==> src/rtl/uart_frame_loader.sv <==
// Loads an AA 55 framed stream of NPIX pixel bytes from a UART into a frame buffer; define UART_FRAME_CHECKSUM_EN for a trailing mod-256 check byte.
// Latency: rx_done to wr_en is 1 clk. No backpressure: one byte per cycle is accepted, back-to-back.
module uart_frame_loader #(
  parameter int NPIX    = 76800,
  parameter int ADDR_W  = 17,
  parameter int TIMEOUT = 1000000
) (
  input  logic              clk,
  input  logic              rst_n,
  input  logic [7:0]        rx_data,
  input  logic              rx_done,
  output logic              wr_en,
  output logic [ADDR_W-1:0] wr_addr,
  output logic [7:0]        wr_data,
  output logic              busy,
  output logic              frame_done,
  output logic              frame_err
);

  localparam int GAP_W = $clog2(TIMEOUT + 1);

  typedef enum logic [1:0] {
    IDLE = 2'd0,
    SYNC = 2'd1,
    DATA = 2'd2
`ifdef UART_FRAME_CHECKSUM_EN
    , CHK = 2'd3
`endif
  } state_t;

  state_t            state;
  logic [ADDR_W-1:0] pix_cnt;
  logic [GAP_W-1:0]  gap_cnt;
  logic              timeout_hit;
  logic              last_pix;
`ifdef UART_FRAME_CHECKSUM_EN
  logic [7:0]        cks;
`endif

  // An rx_done in the expiry cycle wins, so the timeout only fires on a silent cycle.
  assign timeout_hit = !rx_done && (gap_cnt == GAP_W'(TIMEOUT - 1));
  assign last_pix    = (pix_cnt == ADDR_W'(NPIX - 1));

  always_ff @(posedge clk) begin
    if (!rst_n) begin
      state      <= IDLE;
      pix_cnt    <= '0;
      gap_cnt    <= '0;
      wr_en      <= 1'b0;
      wr_addr    <= '0;
      wr_data    <= '0;
      busy       <= 1'b0;
      frame_done <= 1'b0;
      frame_err  <= 1'b0;
`ifdef UART_FRAME_CHECKSUM_EN
      cks        <= '0;
`endif
    end else begin
      wr_en      <= 1'b0;
      frame_done <= 1'b0;
      frame_err  <= 1'b0;

      if (state == IDLE || rx_done) gap_cnt <= '0;
      else                          gap_cnt <= gap_cnt + GAP_W'(1);

      case (state)
        IDLE: begin
          if (rx_done && rx_data == 8'hAA) begin
            state <= SYNC;
            busy  <= 1'b1;
          end
        end

        SYNC: begin
          if (rx_done) begin
            if (rx_data == 8'h55) begin
              state   <= DATA;
              pix_cnt <= '0;
`ifdef UART_FRAME_CHECKSUM_EN
              cks     <= '0;
`endif
            end else if (rx_data != 8'hAA) begin
              state <= IDLE;
              busy  <= 1'b0;
            end
          end else if (timeout_hit) begin
            state     <= IDLE;
            busy      <= 1'b0;
            frame_err <= 1'b1;
          end
        end

        DATA: begin
          if (rx_done) begin
            wr_en   <= 1'b1;
            wr_addr <= pix_cnt;
            wr_data <= rx_data;
`ifdef UART_FRAME_CHECKSUM_EN
            cks     <= cks + rx_data;
`endif
            if (last_pix) begin
              pix_cnt <= '0;
`ifdef UART_FRAME_CHECKSUM_EN
              state      <= CHK;
`else
              state      <= IDLE;
              busy       <= 1'b0;
              frame_done <= 1'b1;
`endif
            end else begin
              pix_cnt <= pix_cnt + ADDR_W'(1);
            end
          end else if (timeout_hit) begin
            state     <= IDLE;
            busy      <= 1'b0;
            frame_err <= 1'b1;
          end
        end

`ifdef UART_FRAME_CHECKSUM_EN
        CHK: begin
          if (rx_done) begin
            state      <= IDLE;
            busy       <= 1'b0;
            frame_done <= (rx_data == cks);
            frame_err  <= (rx_data != cks);
          end else if (timeout_hit) begin
            state     <= IDLE;
            busy      <= 1'b0;
            frame_err <= 1'b1;
          end
        end
`endif

        default: begin
          state <= IDLE;
          busy  <= 1'b0;
        end
      endcase
    end
  end

endmodule

==> config.mk <==
export PLATFORM = sky130hd
export DESIGN_NAME = uart_frame_loader
export DESIGN_NICKNAME = d
export VERILOG_FILES = /design/src/rtl/uart_frame_loader.sv
export SDC_FILE = /design/constraint.sdc
export NUM_CORES = 1
export LEC_CHECK = 0
export BUFFER_PORTS_ARGS = -buffer_cell sky130_fd_sc_hd__buf_2
export CORE_UTILIZATION = 32
export DETAILED_ROUTE_END_ITERATION = 12
export GPL_TIMING_DRIVEN = 0
export PLACE_DENSITY_LB_ADDON = 0.08
export SLEW_MARGIN = 25
export SYNTH_ARGS = -nofsm -noshare
export SYNTH_HDL_FRONTEND = slang
export SYNTH_SLANG_ARGS = --single-unit
==> constraint.sdc <==
create_clock -name clk -period 1.9 [get_ports clk]
set_clock_uncertainty 0.1 [all_clocks]
set_input_delay 0.095 -clock clk [delete_from_list [all_inputs] [get_ports clk]]
set_output_delay 0.095 -clock clk [all_outputs]
set_load 0.005 [all_outputs]
# After elaboration in Yosys (flattened, before gate mapping)
# Index checks and enable logic that the tools add are counted.
# totals
elab_cells	67
out_inout_bits	29
input_bits	11
reg_bits	68
# op_classes
addsub	2
eq_ne	15
muxes	24
n_bitwise	2
reduce_logical	15
# ops
cell	n
2-to-1 mux 17 bit	4
one-hot mux 17 bit (2 select lines)	1
adder 20 x 1 -> 20 bit (second input constant)	1
equality test 20 bit (second input constant)	1
adder 17 x 1 -> 17 bit (second input constant)	1
equality test 17 bit (second input constant)	1
2-to-1 mux 2 bit	7
2-to-1 mux 1 bit	10
!= test 3 bit (second input constant)	3
equality test 8 x 7 -> 1 bit (second input constant)	1
equality test 8 bit (second input constant)	1
!= test 8 bit (second input constant)	1
AND reduction 4 bit	2
!= test 2 bit (second input constant)	3
one-hot mux 2 bit (3 select lines)	1
AND reduction 3 bit	2
!= test 4 bit (second input constant)	1
AND reduction 2 bit	2
OR reduction 2 bit	2
one-hot mux 1 bit (3 select lines)	1
OR reduction 3 bit	1
equality test 2 x 1 -> 1 bit (second input constant)	1
equality test 2 bit (second input constant)	1
logical AND 1 bit	2
6 further kinds	7

# Longest topological paths before layout
# logic_depth
depth_word	5
ltp_mapped	9
depth_no_buf	7

# Worst setup path after synthesis
# No wires, ideal clock.
# synth_path
path_kind	register to register
startpoint	register state[1]
endpoint	register pix_cnt[12]
arrival_ps	1728
path_stages_with_launch	10
synth_period_minus_slack_ps	1945
t_required_ps	1683
setup_time_ps	117
path_buffers	2
setup_slack_ps	-45
path_cell_list	dfxtp_1 -> inv_1 -> ha_1 -> clkbuf_1 -> nor2b_1 -> a31oi_2 -> nand2b_1 -> o21ai_2 -> buf_2 -> nor2_1
# synth_between
elab_chain_cells	3
elab_cells_between_ends	8
cone_classes	5 x eq/ne; 1 x mux; 2 x reduce/logical
# synth_rtl
element	line	rtl
start: declaration	31	state_t state;
start signal: assignment	46	state <= IDLE;
start signal: assignment	69	state <= SYNC;
start signal: assignment	77	state <= DATA;
equality test 2 x 1 -> 1 bit / equality test 2 bit (equally long branches)	66	case (state)
!= test 2 bit (no source line) / nonzero test 2 bit (equally long branches)	--	
AND reduction 4 bit (no source line)	--	
end signal: assignment	111	pix_cnt <= pix_cnt + ADDR_W'(1);
end: declaration	32	logic [ADDR_W-1:0] pix_cnt;
# Several ways; a longest one is shown, not always the timed one.
# A chain may end at the register's enable or synchronous reset.

# Worst setup path in the final report
# layout_path
startpoint	register pix_cnt[15]
endpoint	register state[1]
# layout_between
elab_chain_cells	3
# layout_rtl
element	line	rtl
equality test 17 bit	42	assign last_pix = (pix_cnt == ADDR_W'(NPIX - 1));
!= test 3 bit (no source line)	--	
AND reduction 3 bit (no source line)	--	
# Every way passes these cells.

==> results.py <==
metrics = {
    "power_and_ir_drop": {
        "ir_worst_vdd_mv": 0.2881,
        "power.leakage_uw": 0.001434,
        "powerDensity_nw_per_um2": 706.1,
    },
    "synthesis": {
        "syn-mean-instance-area_sq_um": 8.475,
        "ys.flop_type": "dfxtp_1",
        "synth_top_area_frac": 0.4437,
        "synthCells": 362,
        "synth.area.top_cells": "dfxtp_1, nand2_1, a21oi_1, nor2_1, xnor2_1",
        "synth-async-reset-ratio": 0,
        "syn_nets": 379,
        "synth_commonest_cells": "dfxtp_1, nand2_1, nor2_1",
        "synth_cell_types": 56,
        "synthSimpleGateAreaFrac": 0.2916,
        "synthesis.area_sq_um": 3068,
        "synth_top_family_by_area": "simple AND/OR/NAND/NOR gates",
        "ys_warn_count": 0,
        "synth.area.mux_share": 0.003263,
        "yosysMostFrequentCell": "dfxtp_1",
        "yosysSeqAreaShare": 0.4437,
        "synth_area_leader_cell": "dfxtp_1",
        "yosys.area_share.adder": 0.02447,
        "synth_seq_cells": 68,
        "synth_compound_gate_area_share": 0.1199,
        "synth_edf_count": 0,
        "synthXorXnorAreaFrac": 0.08279,
    },
    "worst_setup_path": {
        "path_max_fanout": 5,
        "critPathSlowestCell": "or4_1",
        "start_kind": "register",
        "rr_worst_depth": 5,
        "critPathCaptureType": "register",
        "worstPathArrival_ns": 2.08,
        "path_cells": "nor4b_4 -> and4_4 -> a21oi_2 -> or4_1 -> o22ai_1",
        "setup.worst_path.class": "register to register",
        "crit_start": "pix_cnt[15]",
        "r2r_setup_slack_ns": -0.009,
        "r2r_end": "state[1]",
        "r2r_start": "pix_cnt[15]",
        "crit_end": "state[1]",
        "cp_slowest_stage_delay_ns": 0.53,
        "cp.required_ns": 2.07,
    },
    "detailed_routing": {
        "drc_errors": 0,
        "postRouteAntennaNets": 0,
        "drtIter0Drc": 57,
        "viasPerCell": 4.787,
        "firstDrtPassIters": 4,
        "routed_wl_mm": 8.029,
        "num_vias": 2719,
        "wl_per_cell_um": 14.14,
    },
    "finish": {
        "diodes": 0,
        "fin_nets": 451,
        "syn_to_final_growth_pct": 31.36,
        "fin_util": 0.4341,
        "layout-drive-gt1-share": 0.2756,
    },
    "die": {
        "core_area_sq_um": 9284,
        "die_x_um": 99.92,
        "die_h_um": 99.92,
        "die_area_sq_um": 9983,
        "floorplan.initialDensity": 0.3305,
        "io_pins": 40,
        "rows": 35,
    },
    "clocking": {
        "clkTransAtPathRegs_ns": 0.08,
        "numCtsBuffers": 9,
        "cts_tree": "yes",
        "clockBufferDepth": 2,
        "root_buffer": "clkbuf_8",
        "clock_latency_ns": 0.35,
        "clock_sinks": 68,
        "htreeDepth": 3,
    },
    "timing": {
        "fin_crit_ns": 1.909,
        "worst_pin_slew_ns": 0.4881,
        "hold_viol": 0,
        "timing.final.ws_setup_ns": -0.008816,
        "setup_viol": 1,
        "slew_viol_final": 0,
        "grt_setup_unrepaired": "true",
        "max-slew-margin-rel": 0.6746,
        "fmax_mhz": 523.9,
        "fin_crit_sh": 1.005,
    },
    "place": {
        "place_congestion": 0.7507,
        "detailed_place_hpwl_mm": 5.513,
        "io_buffer_count": 38,
        "preCtsSetupSlack_ns": -0.4537,
    },
    "run_status": {
        "violations": "negative setup slack",
        "status": "complete, but fails checks",
    },
    "grt": {
        "antenna_found_initial": 0,
        "grt_max_degree": 13,
        "grt_remaining_overflow": 0,
        "grt_usage": 0.1720,
        "grt_pass1_vias": 2612,
        "grt_pass1_wl_mm": 13.15,
    },
    "hold_path": {
        "hold_class": "input pin to register",
    },
    "flow_run": {
        "drv_cap": 0,
    },
}
## critical path: cells and delay by family (launching register included)
| family | cells | cell delay (ns) |
|---|---|---|
| DFF | 1 | 0.36 |
| and+or+nand+nor | 3 | 1.11 |
| AOI/OAI and AO/OA | 2 | 0.27 |
## flip-flops by register name, summed over array words and instances (netlist names)
register,flops
busy,1
frame_done,1
frame_err,1
wr_en,1
wr_addr,17
gap_cnt,20
pix_cnt,17
state,2
wr_data,8
## through the flow
stage	setup TNS [ns]	power (uW)	area, sq um	cells	hold slack [ns]
after detailed placement	-12.16	1560	3422	529	0.2748
after global routing	-0.1747	2974	4030	568	0.1652
after CTS	0	2860	3902	563	0.1407
after global placement	-12.06	1560	3422	529	0.2680
final	-0.008816	2846	4030	568	0.1756
after floorplan	0	1521	3070	362	0.1310
## layout make-up
class / count / area, sq um
inverter: 11 / 41.29
fill: 984 / 5254
multi-input combinational: 268 / 1774
timing repair buffer: 63 / 402.9
clock inverter: 5 / 58.81
sequential: 68 / 1370
buffer: 13 / 70.07
tap: 129 / 161.4
clock buffer: 11 / 151.4
## worst min-delay path by stage
| stage | from | endpoint | slack, ns | depth (start not counted) |
|---|---|---|---|---|
| after global placement | rx_data[1] | wr_data[1] | 0.27 | 3 |
| after detailed placement | rx_data[1] | wr_data[1] | 0.27 | 3 |
| after global routing | rx_done | state[1] | 0.17 | 4 |
| after floorplan | rx_data[0] | wr_data[0] | 0.13 | 2 |
| final | rx_done | state[1] | 0.18 | 4 |
| after CTS | rx_done | state[1] | 0.14 | 4 |
## cells by family after synthesis
family	Yosys count
mux	1
simple gates	171
compound gates	61
flops	68
fa+ha+maj	6
xor+xnor	29
buf+inv	26
## layer usage
metal | share of wire | GRT usage
met2 | 0.46 | 0.2663
met4 | 0.013 | 0.07919
met1 | 0.49 | 0.2315
met3 | 0.035 | 0.03273
met5 | 0 | 0
## report_power, final
part	leakage (uW)	total (uW)	internal (uW)	switching [uW]
combinational	0.000781	151	66.8	84.6
clock	0.000102	1260	680	582
sequential	0.000551	1430	1430	4.26
## timing repair
action                     4_1_cts  5_1_grt
setup endpoints to repair       39       41
pin swaps                        6        5
hold buffers                    10        0
setup buffers                    9        6
resized for setup               26       21
hold endpoints to repair        11        0
## cells in the final DEF (no fill, tap or decap), types with 4 or more instances in the layout
| master | n |
|---|---|
| a21oi_1 | 32 |
| and3_1 | 4 |
| and4_1 | 4 |
| buf_2 | 38 |
| buf_4 | 17 |
| clkbuf_1 | 5 |
| clkbuf_2 | 5 |
| clkbuf_8 | 11 |
| dfxtp_1 | 61 |
| dfxtp_2 | 7 |
| dlygate4sd3_1 | 10 |
| inv_1 | 8 |
| nand2_1 | 65 |
| nand3_1 | 9 |
| nand4_1 | 6 |
| nor2_1 | 37 |
| nor3_1 | 4 |
| o21ai_0 | 7 |
| xnor2_1 | 15 |
| xor2_1 | 14 |
Power figures use the tool's default switching activity.
